===== src/rtl/ram_fifo_stream_pkg.sv =====
// Shared width helpers and geometry check for the RAM-backed streaming FIFO.
package ram_fifo_stream_pkg;

  function automatic int ptr_width(input int addr_width);
    return addr_width + 32'sd1;
  endfunction

  function automatic int count_width(input int addr_width);
    return addr_width + 32'sd2;
  endfunction

  function automatic bit depth_ok(input int addr_width, input int depth);
    return depth == (32'sd1 << addr_width);
  endfunction

endpackage


===== src/rtl/ram_sync_1r1w.sv =====
// Simple dual-port RAM: one write port, one read port with a registered read.
module ram_sync_1r1w
  import ram_fifo_stream_pkg::*;
#(
  parameter int DATA_WIDTH = 8,
  parameter int ADDR_WIDTH = 7,
  parameter int DEPTH      = 128
) (
  input  logic                  clk,
  input  logic                  we,
  input  logic [ADDR_WIDTH-1:0] waddr,
  input  logic [DATA_WIDTH-1:0] wdata,
  input  logic                  ren,
  input  logic [ADDR_WIDTH-1:0] raddr,
  output logic [DATA_WIDTH-1:0] rdata
);

  logic [DATA_WIDTH-1:0] mem_r [0:DEPTH-1];
  logic [DATA_WIDTH-1:0] rdata_r;

  // Storage array write port; contents are intentionally not reset.
  always_ff @(posedge clk) begin
    if (we) begin
      mem_r[waddr] <= wdata;
    end
  end

  // Registered read port: data appears one edge after ren.
  always_ff @(posedge clk) begin
    if (ren) begin
      rdata_r <= mem_r[raddr];
    end
  end

  assign rdata = rdata_r;

endmodule


===== src/rtl/ram_fifo_stream.sv =====
// Valid/ready FIFO over ram_sync_1r1w; a two-slot output queue plus one
// in-flight read hide the RAM read latency for one word per cycle.
module ram_fifo_stream
  import ram_fifo_stream_pkg::*;
#(
  parameter int DATA_WIDTH = 8,
  parameter int ADDR_WIDTH = 7,
  parameter int DEPTH      = 128
) (
  input  logic                  clk,
  input  logic                  rst_n,
  input  logic                  wr_valid,
  output logic                  wr_ready,
  input  logic [DATA_WIDTH-1:0] wr_data,
  output logic                  rd_valid,
  input  logic                  rd_ready,
  output logic [DATA_WIDTH-1:0] rd_data,
  output logic [ADDR_WIDTH+1:0] count
);

  localparam int PTR_W = ptr_width(ADDR_WIDTH);
  localparam int CNT_W = count_width(ADDR_WIDTH);
  localparam logic [PTR_W-1:0] DEPTH_P = PTR_W'(DEPTH);

  generate
    if (!depth_ok(ADDR_WIDTH, DEPTH)) begin : g_bad_depth
      $error("ram_fifo_stream: DEPTH must equal 2**ADDR_WIDTH");
    end
  endgenerate

  logic [PTR_W-1:0]      wptr_r, rptr_r;
  logic                  rd_pend_r;
  logic                  ob0_vld_r, ob1_vld_r;
  logic [DATA_WIDTH-1:0] ob0_data_r, ob1_data_r;
  logic [CNT_W-1:0]      count_r;
  logic                  wr_ready_r;

  logic [PTR_W-1:0]      ram_count_s, wptr_n_s, rptr_n_s, ram_count_n_s;
  logic                  push_s, pop_s, issue_s;
  logic [1:0]            load_s, load_after_s;
  logic                  sh0_vld_s, sh1_vld_s;
  logic [DATA_WIDTH-1:0] sh0_data_s, sh1_data_s;
  logic                  ob0_vld_n_s, ob1_vld_n_s;
  logic [DATA_WIDTH-1:0] ob0_data_n_s, ob1_data_n_s;
  logic [CNT_W-1:0]      count_n_s;
  logic                  wr_ready_n_s;
  logic [DATA_WIDTH-1:0] ram_rdata_s;

  // Handshakes and read-issue decision from registered state.
  always_comb begin
    ram_count_s  = wptr_r - rptr_r;
    push_s       = wr_valid && wr_ready_r;
    pop_s        = ob0_vld_r && rd_ready;
    load_s       = {1'b0, ob0_vld_r} + {1'b0, ob1_vld_r} + {1'b0, rd_pend_r};
    load_after_s = load_s - {1'b0, pop_s};
    issue_s      = (ram_count_s != {PTR_W{1'b0}}) && (load_after_s < 2'd2);
  end

  // Output queue: apply the pop shift first, then land returning RAM data.
  always_comb begin
    if (pop_s) begin
      sh0_vld_s  = ob1_vld_r;
      sh0_data_s = ob1_data_r;
      sh1_vld_s  = 1'b0;
      sh1_data_s = ob1_data_r;
    end else begin
      sh0_vld_s  = ob0_vld_r;
      sh0_data_s = ob0_data_r;
      sh1_vld_s  = ob1_vld_r;
      sh1_data_s = ob1_data_r;
    end

    if (rd_pend_r && !sh0_vld_s) begin
      ob0_vld_n_s  = 1'b1;
      ob0_data_n_s = ram_rdata_s;
      ob1_vld_n_s  = sh1_vld_s;
      ob1_data_n_s = sh1_data_s;
    end else if (rd_pend_r) begin
      ob0_vld_n_s  = sh0_vld_s;
      ob0_data_n_s = sh0_data_s;
      ob1_vld_n_s  = 1'b1;
      ob1_data_n_s = ram_rdata_s;
    end else begin
      ob0_vld_n_s  = sh0_vld_s;
      ob0_data_n_s = sh0_data_s;
      ob1_vld_n_s  = sh1_vld_s;
      ob1_data_n_s = sh1_data_s;
    end
  end

  // Next pointers plus count/wr_ready precomputed so both leave flops.
  always_comb begin
    wptr_n_s      = wptr_r + {{(PTR_W-1){1'b0}}, push_s};
    rptr_n_s      = rptr_r + {{(PTR_W-1){1'b0}}, issue_s};
    ram_count_n_s = wptr_n_s - rptr_n_s;
    count_n_s     = {1'b0, ram_count_n_s}
                  + {{(CNT_W-1){1'b0}}, issue_s}
                  + {{(CNT_W-1){1'b0}}, ob0_vld_n_s}
                  + {{(CNT_W-1){1'b0}}, ob1_vld_n_s};
    wr_ready_n_s  = ram_count_n_s < DEPTH_P;
  end

  // State registers; reset discards every held word at once.
  always_ff @(posedge clk or negedge rst_n) begin
    if (!rst_n) begin
      wptr_r     <= {PTR_W{1'b0}};
      rptr_r     <= {PTR_W{1'b0}};
      rd_pend_r  <= 1'b0;
      ob0_vld_r  <= 1'b0;
      ob1_vld_r  <= 1'b0;
      ob0_data_r <= {DATA_WIDTH{1'b0}};
      ob1_data_r <= {DATA_WIDTH{1'b0}};
      count_r    <= {CNT_W{1'b0}};
      wr_ready_r <= 1'b1;
    end else begin
      wptr_r     <= wptr_n_s;
      rptr_r     <= rptr_n_s;
      rd_pend_r  <= issue_s;
      ob0_vld_r  <= ob0_vld_n_s;
      ob1_vld_r  <= ob1_vld_n_s;
      ob0_data_r <= ob0_data_n_s;
      ob1_data_r <= ob1_data_n_s;
      count_r    <= count_n_s;
      wr_ready_r <= wr_ready_n_s;
    end
  end

  ram_sync_1r1w #(
    .DATA_WIDTH (DATA_WIDTH),
    .ADDR_WIDTH (ADDR_WIDTH),
    .DEPTH      (DEPTH)
  ) u_ram (
    .clk   (clk),
    .we    (push_s),
    .waddr (wptr_r[ADDR_WIDTH-1:0]),
    .wdata (wr_data),
    .ren   (issue_s),
    .raddr (rptr_r[ADDR_WIDTH-1:0]),
    .rdata (ram_rdata_s)
  );

  assign wr_ready = wr_ready_r;
  assign rd_valid = ob0_vld_r;
  assign rd_data  = ob0_data_r;
  assign count    = count_r;

endmodule

===== config.mk =====
export PLATFORM = sky130hd
export DESIGN_NAME = ram_fifo_stream
export DESIGN_NICKNAME = d
export VERILOG_FILES = /design/src/rtl/ram_fifo_stream_pkg.sv /design/src/rtl/ram_sync_1r1w.sv /design/src/rtl/ram_fifo_stream.sv
export SDC_FILE = /design/constraint.sdc
export NUM_CORES = 1
export LEC_CHECK = 0
export ABC_CLOCK_PERIOD_IN_PS = 4730
export BUFFER_PORTS_ARGS = -buffer_cell sky130_fd_sc_hd__buf_2
export CORE_MARGIN = 1.5
export CORE_UTILIZATION = 55
export DETAILED_ROUTE_END_ITERATION = 12
export GPL_ROUTABILITY_DRIVEN = 0
export PLACE_DENSITY = 0.71
export SYNTH_ARGS = -nofsm -noshare
export SYNTH_HDL_FRONTEND = slang
export SYNTH_SLANG_ARGS = --single-unit

===== constraint.sdc =====
create_clock -name clk -period 4.73 [get_ports clk]
set_input_delay 0.2365 -clock clk [delete_from_list [all_inputs] [get_ports clk]]
set_output_delay 0.2365 -clock clk [all_outputs]
set_load 0.01 [all_outputs]

==> impl_metrics.csv <==
group,metric,value,unit
synthesis,yosysWarnings,0,
global_route,track_usage,0.247,
worst_setup_path,cp.arrival,4.96,ns
worst_setup_path,cp_max_fo,3,
routing,antenna_left,0,
min_path,min_path_type,"in -> reg",
status,status,"finished, final reports clean",
timing,final-setup-viol-count,0,
synthesis,synth_async_sr_flop_share,0.0418,
die,core,76300,um2
finish,num_antenna_cells,0,
synthesis,synth.most_common_cell,"edfxtp_1",
routing,dr.pass1.iters,5,
worst_setup_path,crit_chain,"inv_2 > ha_1 > nor2b_1 > o21ai_1 > nand2b_1 > a21o_1 > a21oi_2 > mux2i_1 > o31a_1 > ha_1 > ha_1 > inv_1 > fa_1 > a21o_1 > a21o_1 > maj3_1 > a21oi_1 > xnor2_1 > nor3b_2 > xor2_1",
worst_setup_path,crit_slowest_cell,"fa_1",
timing,maxSlewViolCount,0,
timing,max_slew.worst_pin.slew,1.03,ns
die,row_count,101,
synthesis,synth_top_cell_area_share,0.727,
die,ios,31,
finish,final_cells,3487,
min_path,hold_start,"wr_data[1]",
timing,skew,0.0317,ns
clock_tree,clk_latency,0.67,ns
finish,drive_above_1_share,0.184,
synthesis,synth_edf_count,1032,
die,die_w,281,um
finish,fin_nets,2412,
synthesis,avgSynthCellArea,18.4,um2
worst_setup_path,ff2ff_setup_slack,0.37,ns
finish,syn2layout_area_growth,11.0,%
clock_tree,tritoncts,"built",
synthesis,ys.flop_type,"edfxtp_1",
worst_setup_path,critPathCaptureType,"flop",
synthesis,syn_nets,2348,
routing,drt_wl_total,95500,um
min_path,whs_endpoint,"u_ram.mem_r[92][1]$_DFFE_PP_",
worst_setup_path,slowest_delay,0.43,ns
clock_tree,cts_buffers,108,
timing,fin_crit_sh,0.923,
timing,hold_violations,0,
die,die_area,79200,um2
worst_setup_path,path_delay_family,"adder cells",
clock_tree,ctsRootBufferMaster,"clkbuf_16",
finish,seqCellArea,32100,um2
clock_tree,cts_resized,0,
global_route,grt_pass1_vias,21900,
run,drv_cap,0,
clock_tree,htreeDepth,3,
pwr,max-vdd-ir-drop,0.491,mV
timing,min_period,4.36,ns
worst_setup_path,required,5.33,ns
placement,port_buffers,30,
placement,dpl.cell_count,3294,
global_route,grt_overflow,0,
global_route,grt_pass1_wl,143000,um
synthesis,yosys.area.top_type,"edfxtp_1",
timing,setup_tns,0,ns
worst_setup_path,path_buf_inv,2,
die,die_h,281,um
min_path,holdPathStages,1,
routing,first_iter_violations,2635,
synthesis,yosysSeqAreaShare,0.754,
synthesis,syn_inst,2312,
pwr,power_density,605,nW/um2
synthesis,synth_area_leaders,"edfxtp_1 (73%), mux4_2 (10%), mux2i_1 (3.2%)",
worst_setup_path,r2r_start,"rptr_r[1]$_DFF_PN0_",
routing,via_per_inst,6.26,
synthesis,synth_common_cells,"edfxtp_1 (1,032), nand2_1 (234), mux4_2 (192)",
placement,dpl.hpwl,56900,um
pwr,power.static_leakage,15.5,nW
routing,via_count,21800,
timing,fmax,229,MHz
synthesis,ys_seq_elements,1077,
finish,fin_util,0.620,
finish,fillCellCount,5362,
clock_tree,clk_pin_slew,0.06,ns
routing,remaining_drc_errors,0,
routing,post_drt_wl_per_cell,27.4,um
timing,rsz0062_at_grt,"false",
die,start_util,0.558,
timing,relSlewSlack,0.314,
worst_setup_path,worstRegToRegCells,20,
global_route,grt_max_degree,100,
worst_setup_path,r2r-end,"count[7]$_DFF_PN0_",
clock_tree,clock_path_buffers,3,
synthesis,synthDistinctLibCells,48,
clock_tree,clock_sink_count,1077,
global_route,antenna_found_initial,2,
finish,multi_input_area,9790,um2
worst_setup_path,cp-start-kind,"flop",
worst_setup_path,setup.worst_path.class,"reg -> reg",
synthesis,syn_area,42600,um2
## worst reg2reg max path: stages (launching register included)
cell and delay [ns]:
dfrtp_2 0.40, inv_2 0.06, ha_1 0.23, nor2b_1 0.13, o21ai_1 0.11, nand2b_1 0.13
a21o_1 0.21, a21oi_2 0.15, mux2i_1 0.10, o31a_1 0.26, ha_1 0.23, ha_1 0.30
inv_1 0.07, fa_1 0.43, a21o_1 0.20, a21o_1 0.20, maj3_1 0.35, a21oi_1 0.18
xnor2_1 0.19, nor3b_2 0.23, xor2_1 0.15
## registers in the layout, summed over array words and instances, names as in the netlist
signal	flops
count	9
ob1_data_r	8
ob1_vld_r	1
rd_data	8
rd_pend_r	1
rd_valid	1
rptr_r	8
u_ram.mem_r	1024
u_ram.rdata	8
wptr_r	8
wr_ready	1
## stage by stage
stage | setup WS (ns) | total power [mW] | instance area (um2) | hold slack [ns]
floorplan | 0.0116 | 17.7 | 42700 | -0.0591
global placement | 0.414 | 20.5 | 43900 | 0.436
detailed placement | 0.398 | 20.6 | 43900 | 0.463
CTS | 0.379 | 28.7 | 47300 | 0.152
global route | 0.109 | 29.8 | 47300 | 0.154
finish | 0.365 | 28.6 | 47300 | 0.159
## cell type report
cell class,instances,share of cell area
well taps,1030,0.0272
multi-input cells,1075,0.207
clock buffers,146,0.0617
clock inverters,45,0.00952
inverters,27,0.00214
repair buffers,87,0.0135
flip-flops and latches,1077,0.679
## placed cells by master (no fill, tap or decap), drive strengths merged, types with 8 or more instances in the layout
cell | Yosys | final
edfxtp | 1032 | 1032
nor2 | 137 | 137
xor2 | 13 | 13
a31oi | 34 | 34
nand3 | 80 | 80
xnor2 | 19 | 19
ha | 21 | 21
nor3 | 37 | 37
a32o | 8 | 8
inv | 27 | 28
buf | 64 | 85
mux2 | 8 | 8
o21ai | 10 | 10
a32oi | 24 | 24
bufinv | 0 | 8
nand2 | 234 | 234
o22ai | 64 | 64
mux4 | 192 | 192
clkbuf | 69 | 146
mux2i | 137 | 137
dfrtp | 44 | 44
clkinv | 0 | 33
o32ai | 8 | 8
## power breakdown
part | total [mW] | leakage (nW) | switching (mW) | internal [mW]
clock | 8.21 | 1.63 | 3.47 | 4.74
combinational | 9.43 | 4.05 | 5.69 | 3.74
sequential | 11.0 | 9.82 | 0.160 | 10.8
total | 28.6 | 15.5 | 9.32 | 19.3
## how the worst max path moves through the flow
stage	slack [ns]	start	depth (start not counted)	to
2_1_floorplan	0.01	rptr_r[1]$_DFF_PN0_	21	count[8]$_DFF_PN0_
6_report	0.37	rptr_r[1]$_DFF_PN0_	20	count[7]$_DFF_PN0_
5_1_grt	0.11	rptr_r[1]$_DFF_PN0_	20	count[7]$_DFF_PN0_
3_3_place_gp	0.41	rptr_r[1]$_DFF_PN0_	19	count[8]$_DFF_PN0_
4_1_cts	0.38	rptr_r[1]$_DFF_PN0_	19	count[8]$_DFF_PN0_
3_5_place_dp	0.40	rptr_r[1]$_DFF_PN0_	20	count[7]$_DFF_PN0_
## routing by layer
metal  track usage  part of all wire  vias up
met3        0.0547             0.086      168
li1              -                 -     9323
met5             0           0.00034        -
met1         0.351              0.40    11300
met4        0.0751             0.028        4
met2         0.387              0.48      984
## kinds of logic after synthesis
| logic type | synth area share |
|---|---|
| xor+xnor | 0.00719 |
| fa+ha+maj | 0.00781 |
| flops | 0.754 |
| simple gates | 0.0524 |
| compound gates | 0.0258 |
| mux | 0.136 |
| buf+inv | 0.0174 |
## timing repair
| item | 4_1_cts | 5_1_grt |
|---|---|---|
| hold buffers | 2 | 0 |
| hold endpoints to repair | 45 | 0 |
| buffers inserted | 0 | 0 |
No activity file was read; power rests on OpenSTA's default activity.
